==> src/rtl/mem_arbiter_ctrl.sv <==
// mem_arbiter_ctrl: shares a single-port RAM between the instruction-fetch
// port and the data (LW/SW) port. Each access is one multi-cycle RAM
// transaction that ends with a one-cycle ihit/dhit. Data has priority over
// instruction. halt freezes all traffic after any in-flight access completes.
// An access that waits TIMEOUT cycles for ram_ready is abandoned and sets
// the sticky err flag.
//
// Build option ARB_FAIR_EN: after three consecutive data grants made while
// iREN was pending, the next arbitration goes to the instruction port.
// Without the macro, data priority is strict and the fairness counter is
// not built.
module mem_arbiter_ctrl #(
  parameter int unsigned ADDR_W  = 32,
  parameter int unsigned DATA_W  = 32,
  parameter int unsigned TIMEOUT = 15
) (
  input  logic              clk,
  input  logic              rst,
  input  logic              iREN,
  input  logic [ADDR_W-1:0] iaddr,
  output logic              ihit,
  output logic [DATA_W-1:0] iload,
  input  logic              dREN,
  input  logic              dWEN,
  input  logic [ADDR_W-1:0] daddr,
  input  logic [DATA_W-1:0] dstore,
  output logic              dhit,
  output logic [DATA_W-1:0] dload,
  input  logic              halt,
  output logic              ram_ren,
  output logic              ram_wen,
  output logic [ADDR_W-1:0] ram_addr,
  output logic [DATA_W-1:0] ram_store,
  input  logic [DATA_W-1:0] ram_load,
  input  logic              ram_ready,
  output logic              err
);

  typedef enum logic [1:0] {
    IDLE   = 2'd0,
    IBUSY  = 2'd1,
    DBUSY  = 2'd2,
    HALTED = 2'd3
  } state_t;

  // A busy state gives up on the cycle in which the wait counter would
  // reach TIMEOUT, so a transaction spans at most TIMEOUT busy cycles.
  localparam logic [3:0] CNT_LAST = 4'(TIMEOUT - 1);

  state_t            state_q, state_d;
  logic [ADDR_W-1:0] addr_q, addr_d;
  logic [DATA_W-1:0] data_q, data_d;
  logic              we_q, we_d;
  logic [3:0]        cnt_q, cnt_d;
  logic              err_q, err_d;
  logic              halt_pend_q, halt_pend_d;
  logic              i_turn;

`ifdef ARB_FAIR_EN
  logic [1:0]        fair_q, fair_d;

  // Instruction port wins this arbitration once three data grants in a row
  // have starved a pending fetch.
  assign i_turn = iREN && (fair_q == 2'd3);

  // Fairness streak register.
  always_ff @(posedge clk or posedge rst) begin
    if (rst) begin
      fair_q <= '0;
    end else begin
      fair_q <= fair_d;
    end
  end
`else
  assign i_turn = 1'b0;
`endif

  // State and transaction latches.
  always_ff @(posedge clk or posedge rst) begin
    if (rst) begin
      state_q     <= IDLE;
      addr_q      <= '0;
      data_q      <= '0;
      we_q        <= 1'b0;
      cnt_q       <= '0;
      err_q       <= 1'b0;
      halt_pend_q <= 1'b0;
    end else begin
      state_q     <= state_d;
      addr_q      <= addr_d;
      data_q      <= data_d;
      we_q        <= we_d;
      cnt_q       <= cnt_d;
      err_q       <= err_d;
      halt_pend_q <= halt_pend_d;
    end
  end

  // Next-state, arbitration and output decode; RAM strobes come only from
  // registered state so they cannot glitch, hits follow ram_ready directly.
  always_comb begin
    state_d     = state_q;
    addr_d      = addr_q;
    data_d      = data_q;
    we_d        = we_q;
    cnt_d       = cnt_q;
    err_d       = err_q;
    halt_pend_d = halt_pend_q;
`ifdef ARB_FAIR_EN
    fair_d      = fair_q;
`endif
    ihit        = 1'b0;
    dhit        = 1'b0;
    iload       = '0;
    dload       = '0;
    ram_ren     = 1'b0;
    ram_wen     = 1'b0;
    ram_addr    = '0;
    ram_store   = '0;

    case (state_q)
      IDLE: begin
        cnt_d = '0;
        if (halt) begin
          state_d = HALTED;
        end else if ((dREN || dWEN) && !i_turn) begin
          state_d = DBUSY;
          addr_d  = daddr;
          data_d  = dstore;
          we_d    = dWEN;
`ifdef ARB_FAIR_EN
          fair_d  = iREN ? fair_q + 2'd1 : '0;
`endif
        end else if (iREN) begin
          state_d = IBUSY;
          addr_d  = iaddr;
          we_d    = 1'b0;
`ifdef ARB_FAIR_EN
          fair_d  = '0;
`endif
        end
      end

      IBUSY, DBUSY: begin
        ram_addr  = addr_q;
        ram_store = data_q;
        ram_wen   = (state_q == DBUSY) && we_q;
        ram_ren   = !ram_wen;
        if (halt) begin
          halt_pend_d = 1'b1;
        end
        if (ram_ready) begin
          if (state_q == IBUSY) begin
            ihit  = 1'b1;
            iload = ram_load;
          end else begin
            dhit  = 1'b1;
            dload = we_q ? '0 : ram_load;
          end
          cnt_d   = '0;
          state_d = (halt || halt_pend_q) ? HALTED : IDLE;
        end else if (cnt_q == CNT_LAST) begin
          err_d   = 1'b1;
          cnt_d   = '0;
          state_d = (halt || halt_pend_q) ? HALTED : IDLE;
        end else begin
          cnt_d = cnt_q + 4'd1;
        end
      end

      HALTED: begin
        state_d = HALTED;
      end

      default: begin
        state_d = IDLE;
      end
    endcase

    err = err_q;
  end

endmodule

==> config.mk <==
export PLATFORM = sky130hd
export DESIGN_NAME = mem_arbiter_ctrl
export DESIGN_NICKNAME = d
export VERILOG_FILES = /design/src/rtl/mem_arbiter_ctrl.sv
export SDC_FILE = /design/constraint.sdc
export NUM_CORES = 1
export LEC_CHECK = 0
export ABC_AREA = 1
export CAP_MARGIN = 15
export CORE_MARGIN = 2
export CORE_UTILIZATION = 30
export CTS_CLUSTER_DIAMETER = 150
export CTS_CLUSTER_SIZE = 8
export DETAILED_ROUTE_END_ITERATION = 10
export MAX_ROUTING_LAYER = met4
export PLACE_DENSITY_LB_ADDON = 0.15
export SYNTH_ARGS = -nofsm -noshare
export SYNTH_HDL_FRONTEND = slang
export SYNTH_SLANG_ARGS = --single-unit
==> constraint.sdc <==
create_clock -name clk -period 3.5 [get_ports clk]
set_clock_uncertainty 0.05 [all_clocks]
set_input_delay 0.7 -clock clk [delete_from_list [all_inputs] [get_ports clk]]
set_output_delay 0.7 -clock clk [all_outputs]
set_load 0.05 [all_outputs]
# Yosys cells after proc, flatten, opt, wreduce, memory -nomap -nowiden
# Index checks and enable logic that the tools add are counted.
# W data, S select, Z words.
dict set report word_totals {
  register_bits 73
  output_inout_bits 133
  wordCells 60
}
dict set report classes {
  n_addsub 1
  n_eq_ne 6
  mux 31
  bitwise 2
  n_reduce_logical 13
}
# cell n
set op_table {}
lappend op_table {{$mux W32} 11}
lappend op_table {{$mux W2} 6}
lappend op_table {{$mux W1} 10}
lappend op_table {{$reduce_and A3 Y1} 3}
lappend op_table {{$mux W4} 2}
lappend op_table {{$pmux W4 S2} 1}
lappend op_table {{$pmux W2 S3} 1}
lappend op_table {{$add A4 B1 Y4 const B} 1}
lappend op_table {{$eq A2 B2 Y1 const B} 2}
lappend op_table {{$eq A4 B4 Y1 const B} 1}
lappend op_table {{$ne A4 B4 Y1 const B} 1}
lappend op_table {{$reduce_and A2 Y1} 2}
lappend op_table {{$reduce_bool A2 Y1} 2}
lappend op_table {{$ne A3 B3 Y1 const B} 1}
lappend op_table {{$eq A2 B1 Y1 const B} 1}
lappend op_table {{$logic_not A2 Y1} 1}
lappend op_table {{$logic_or A1 B1 Y1} 2}
lappend op_table {{$not A1 Y1} 2}
lappend op_table {{$reduce_or A2 Y1} 1}
lappend op_table {{$logic_and A1 B1 Y1} 1}
lappend op_table {{$logic_not A1 Y1} 1}

# Logic depth before layout (Yosys ltp)
dict set report depth {
  depth_word 5
  mapped_depth 10
}

# Least setup slack after synthesis
# Ideal clock, no wire load.
dict set report synth_path {
  path_kind {flip-flop to output port}
  from {register state_q[0]}
  to {output dload[10]}
  arrival_ps 2692
  slack_ps 58
  stages_incl_launch_ff 8
  path_buffers 1
  path_cell_list {dfrtp_1 > inv_1 > ha_1 > nand2_1 > nor2_1 > nand2_1 > clkbuf_1 > nor2_1}
}
dict set report synth_via {
  elab_chain_cells 4
}
# element line
set synth_lines {}
lappend synth_lines {{start, declared} 50} ;# state_t state_q, state_d;
lappend synth_lines {{start signal, assigned} 89} ;# state_q <= state_d;
lappend synth_lines {{$eq A2 B1 Y1} {121, 153}}
lappend synth_lines {{$mux W32} 153} ;# if (state_q == IBUSY) begin
lappend synth_lines {{$mux W32} 152} ;# if (ram_ready) begin
lappend synth_lines {{$mux W32 (*)} 121} ;# case (state_q)
lappend synth_lines {{end, declared} 28} ;# output logic [DATA_W-1:0] dload,
# Every way passes the cells marked *; elsewhere a longest branch is shown, timed or not.

# Worst setup path in the final report
dict set report layout_path {
  from {register state_q[1]}
  to {output ram_store[9]}
}
dict set report layout_via {
  elab_chain_cells 3
}
# element line
set layout_lines {}
lappend layout_lines {{$eq A2 B2 Y1 or $eq A2 B1 Y1 (tied branches)} 121}
lappend layout_lines {{$reduce_or A2 Y1 (*)} 121}
lappend layout_lines {{$mux W32 (*)} 121}
lappend layout_lines {{end, declared} 33} ;# output logic [DATA_W-1:0] ram_store,
# Marked as above.

==> results.ini <==
[yosys]
yosysWarnings = 0
synthSimpleGateAreaFrac = 0.408
avgSynthCellArea_um2 = 6.29
synth_compound_area_frac = 0.0103
netlist_instances = 694
ys_seq_area_frac = 0.419
synth_area_mm2 = 0.00436
ys_seq_elements = 73
synth_top_family_by_area = simple AND/OR/NAND/NOR gates
synthXorXnorAreaFrac = 0.00201
synth.distinct_cells = 19
ys_top_cells_by_area = dfrtp_1 42%, nand2_1 30%, inv_1 9.6%, nor2_1 5.9%, nand3_1 4.1%
synth_top_area_share = 0.419
synth_fa_ha_area_frac = 0.0201
synth.mux.area_fraction = 0
syn-num-nets = 836
synth_top_area_cell = dfrtp_1

[cts]
cts_buffers = 9
cts_resized = 0
ctsHoldBuffers = 0
root_buffer = clkbuf_16
cts.htree.levels = 3
clk_pin_slew_worst_paths_ps = 50
cts_buffer_depth = 2
tritoncts = done
clkLatencyLatePin_ps = 330
clock-sinks = 73
postCtsSetupBuffers = 0

[setup_path]
cp_num_cells = 6
path_class = register to output port
ff2ff_path_depth = 9
cp_top_family = buffers and inverters
worstSetupStartpointType = register
cp_max_fo = 36
critPathRequiredTime_ps = 2750
cp_slowest_stage_delay_ps = 810
worst_path_max_delay_cell = clkdlybuf4s50_1
crit_path_end_kind = output port
path_cells = inv_1 -> ha_2 -> buf_4 -> nand2_1 -> inv_1 -> clkdlybuf4s50_1
cp.arrival_ps = 2500
cp_num_buf_inv = 4
crit_top_cell = inv_1

[min_path]
hp-class = register to register
hold_depth = 2

[global_route]
global_route.overflow_total = 0
grt_start_max_net_pins = 68
grt_pass1_vias = 4845
antenna_found_initial = 0
grt_pass1_wl_mm = 24.5
grt.total_usage = 0.202

[sta]
period_minus_slack_ps = 3250
final.setup.worst_slack_ps = 248
tightest_slew_ps = 684
period_share = 0.929
max_freq_mhz = 308
hold_violations = 0
setup_viol = 0
setup_tns_ps = 0
rsz0062_at_grt = no
timing.final.max_slew_violations = 0
relSlewSlack = 0.544

[floorplan]
initial_core_util = 0.304
core_mm2 = 0.0144
die-area_mm2 = 0.0155
die_y_um = 125
rows = 44
die_w_um = 125
io_pins = 268

[placement]
gp_congestion = 0.842
pre_cts_slack_ps = 578
dp_hpwl_mm = 11.5
portBuffers = 267

[drt]
firstDrtPassIters = 5
ant_nets = 0
drtIter0Drc = 153
dr_total_vias = 4860
post_drt_via_cell_ratio = 4.28
wl_mm = 15.1
wl_per_cell_um = 13.3
drc_errors = 0

[finish]
syn_to_final_growth_pct = 86.7
layout-drive-gt1-share = 0.110
fill_cells = 1370
diodes = 0
nets = 1089

[outcome]
outcome = finished clean

[pwr]
p_per_area_mw_per_mm2 = 894
vdd_drop_max_v = 0.000559
leakagePower_nw = 4.46

[flow_run]
maxCapViolCount = 0

[layout by cell type, fill, tap and decap left out, drive strengths merged, types with 4 or more instances in the layout]
cell and instances:
nor2 71, buf 83, clkdlybuf4s50 195, ha 7, nand3 36, nand2 345, o21ai 4, inv 112
dfrtp 73, clkbuf 10
[flip-flops by register name, indices dropped and copies added (netlist names)]
signal       flops
addr_q          32
we_q             1
cnt_q            4
data_q          32
err              1
halt_pend_q      1
state_q          2
[worst register-to-register path, cell delays in order, from the launching register on]
cell and delay (ps):
dfrtp_1 410, inv_1 90, ha_2 330, buf_4 350, inv_1 160, nor2_1 110
nand2_1 160, nand2_1 130, nand2_1 70, nand2_1 70
[report_power, final]
group | switching [mW] | internal, mW | total (mW) | leakage, nW
Combinational | 3.15 | 1.62 | 4.77 | 3.38
Sequential | 0.227 | 1.23 | 1.46 | 0.909
Clock | 0.342 | 0.711 | 1.05 | 0.169
[synth_stat cells, drive strengths merged]
cell      n
dfrtp    73
o31ai     1
ha        7
nand4     2
inv     113
o21ai     4
nand3    36
o21bai    1
nand2   345
or2       1
clkbuf   15
nor2     71
xnor2     1
a21oi     2
and2      1
buf      21
[logic make-up (layout without fill, tap and decap cells)]
logic type,count (synthesis),in the layout
and+or+nand+nor,456,456
buffers and inverters,149,406
DFF,73,73
AOI/OAI and AO/OA,8,8
adders and majority gates,7,7
xor gates and xnor gates,1,1
[per-layer routing]
layer / share of wire / GRT usage / up-vias / routed length, µm
li1: - / - / 2502 / -
met1: 0.43 / 0.250 / 2153 / 6550
met2: 0.47 / 0.329 / 185 / 7150
met3: 0.073 / 0.0494 / 20 / 1110
met4: 0.019 / 0.0615 / 0 / 287
met5: 0 / - / - / 0
[per-stage QoR]
step	instance area (µm²)	hold slack, ps	std cells	total power [mW]	utilization
after floorplan	4360	383	694	4.47	-
final	8140	414	1135	7.28	0.567
after detailed placement	7800	405	1120	6.28	0.543
after CTS	8140	419	1135	7.36	0.567
after global routing	8140	441	1135	7.73	0.567
after global placement	7800	396	1120	6.25	0.543
[cell type report]
| cell class | instances | area, µm² | area share |
|---|---|---|---|
| inverter | 113 | 428 | 0.0525 |
| clock inverter | 5 | 104 | 0.0128 |
| timing repair buffer | 278 | 3390 | 0.416 |
| multi-input combinational | 472 | 1930 | 0.237 |
| sequential | 73 | 1830 | 0.224 |
| tap | 184 | 230 | 0.0283 |
| clock buffer | 10 | 239 | 0.0293 |
[path summary, 6_finish.rpt]
| check | start | endpoint | slack [ps] |
|---|---|---|---|
| worst min register to register | err | err | 410 |
| max in group asynchronous | rst | addr_q[31] | 2300 |
| min in group asynchronous | rst | data_q[16] | 520 |
| worst max register to register | state_q[1] | state_q[0] | 1520 |
| worst max-delay path | state_q[1] | ram_store[9] | 250 |
| worst min-delay path | err | err | 410 |
Note: power is estimated with default switching activity, not from simulation.
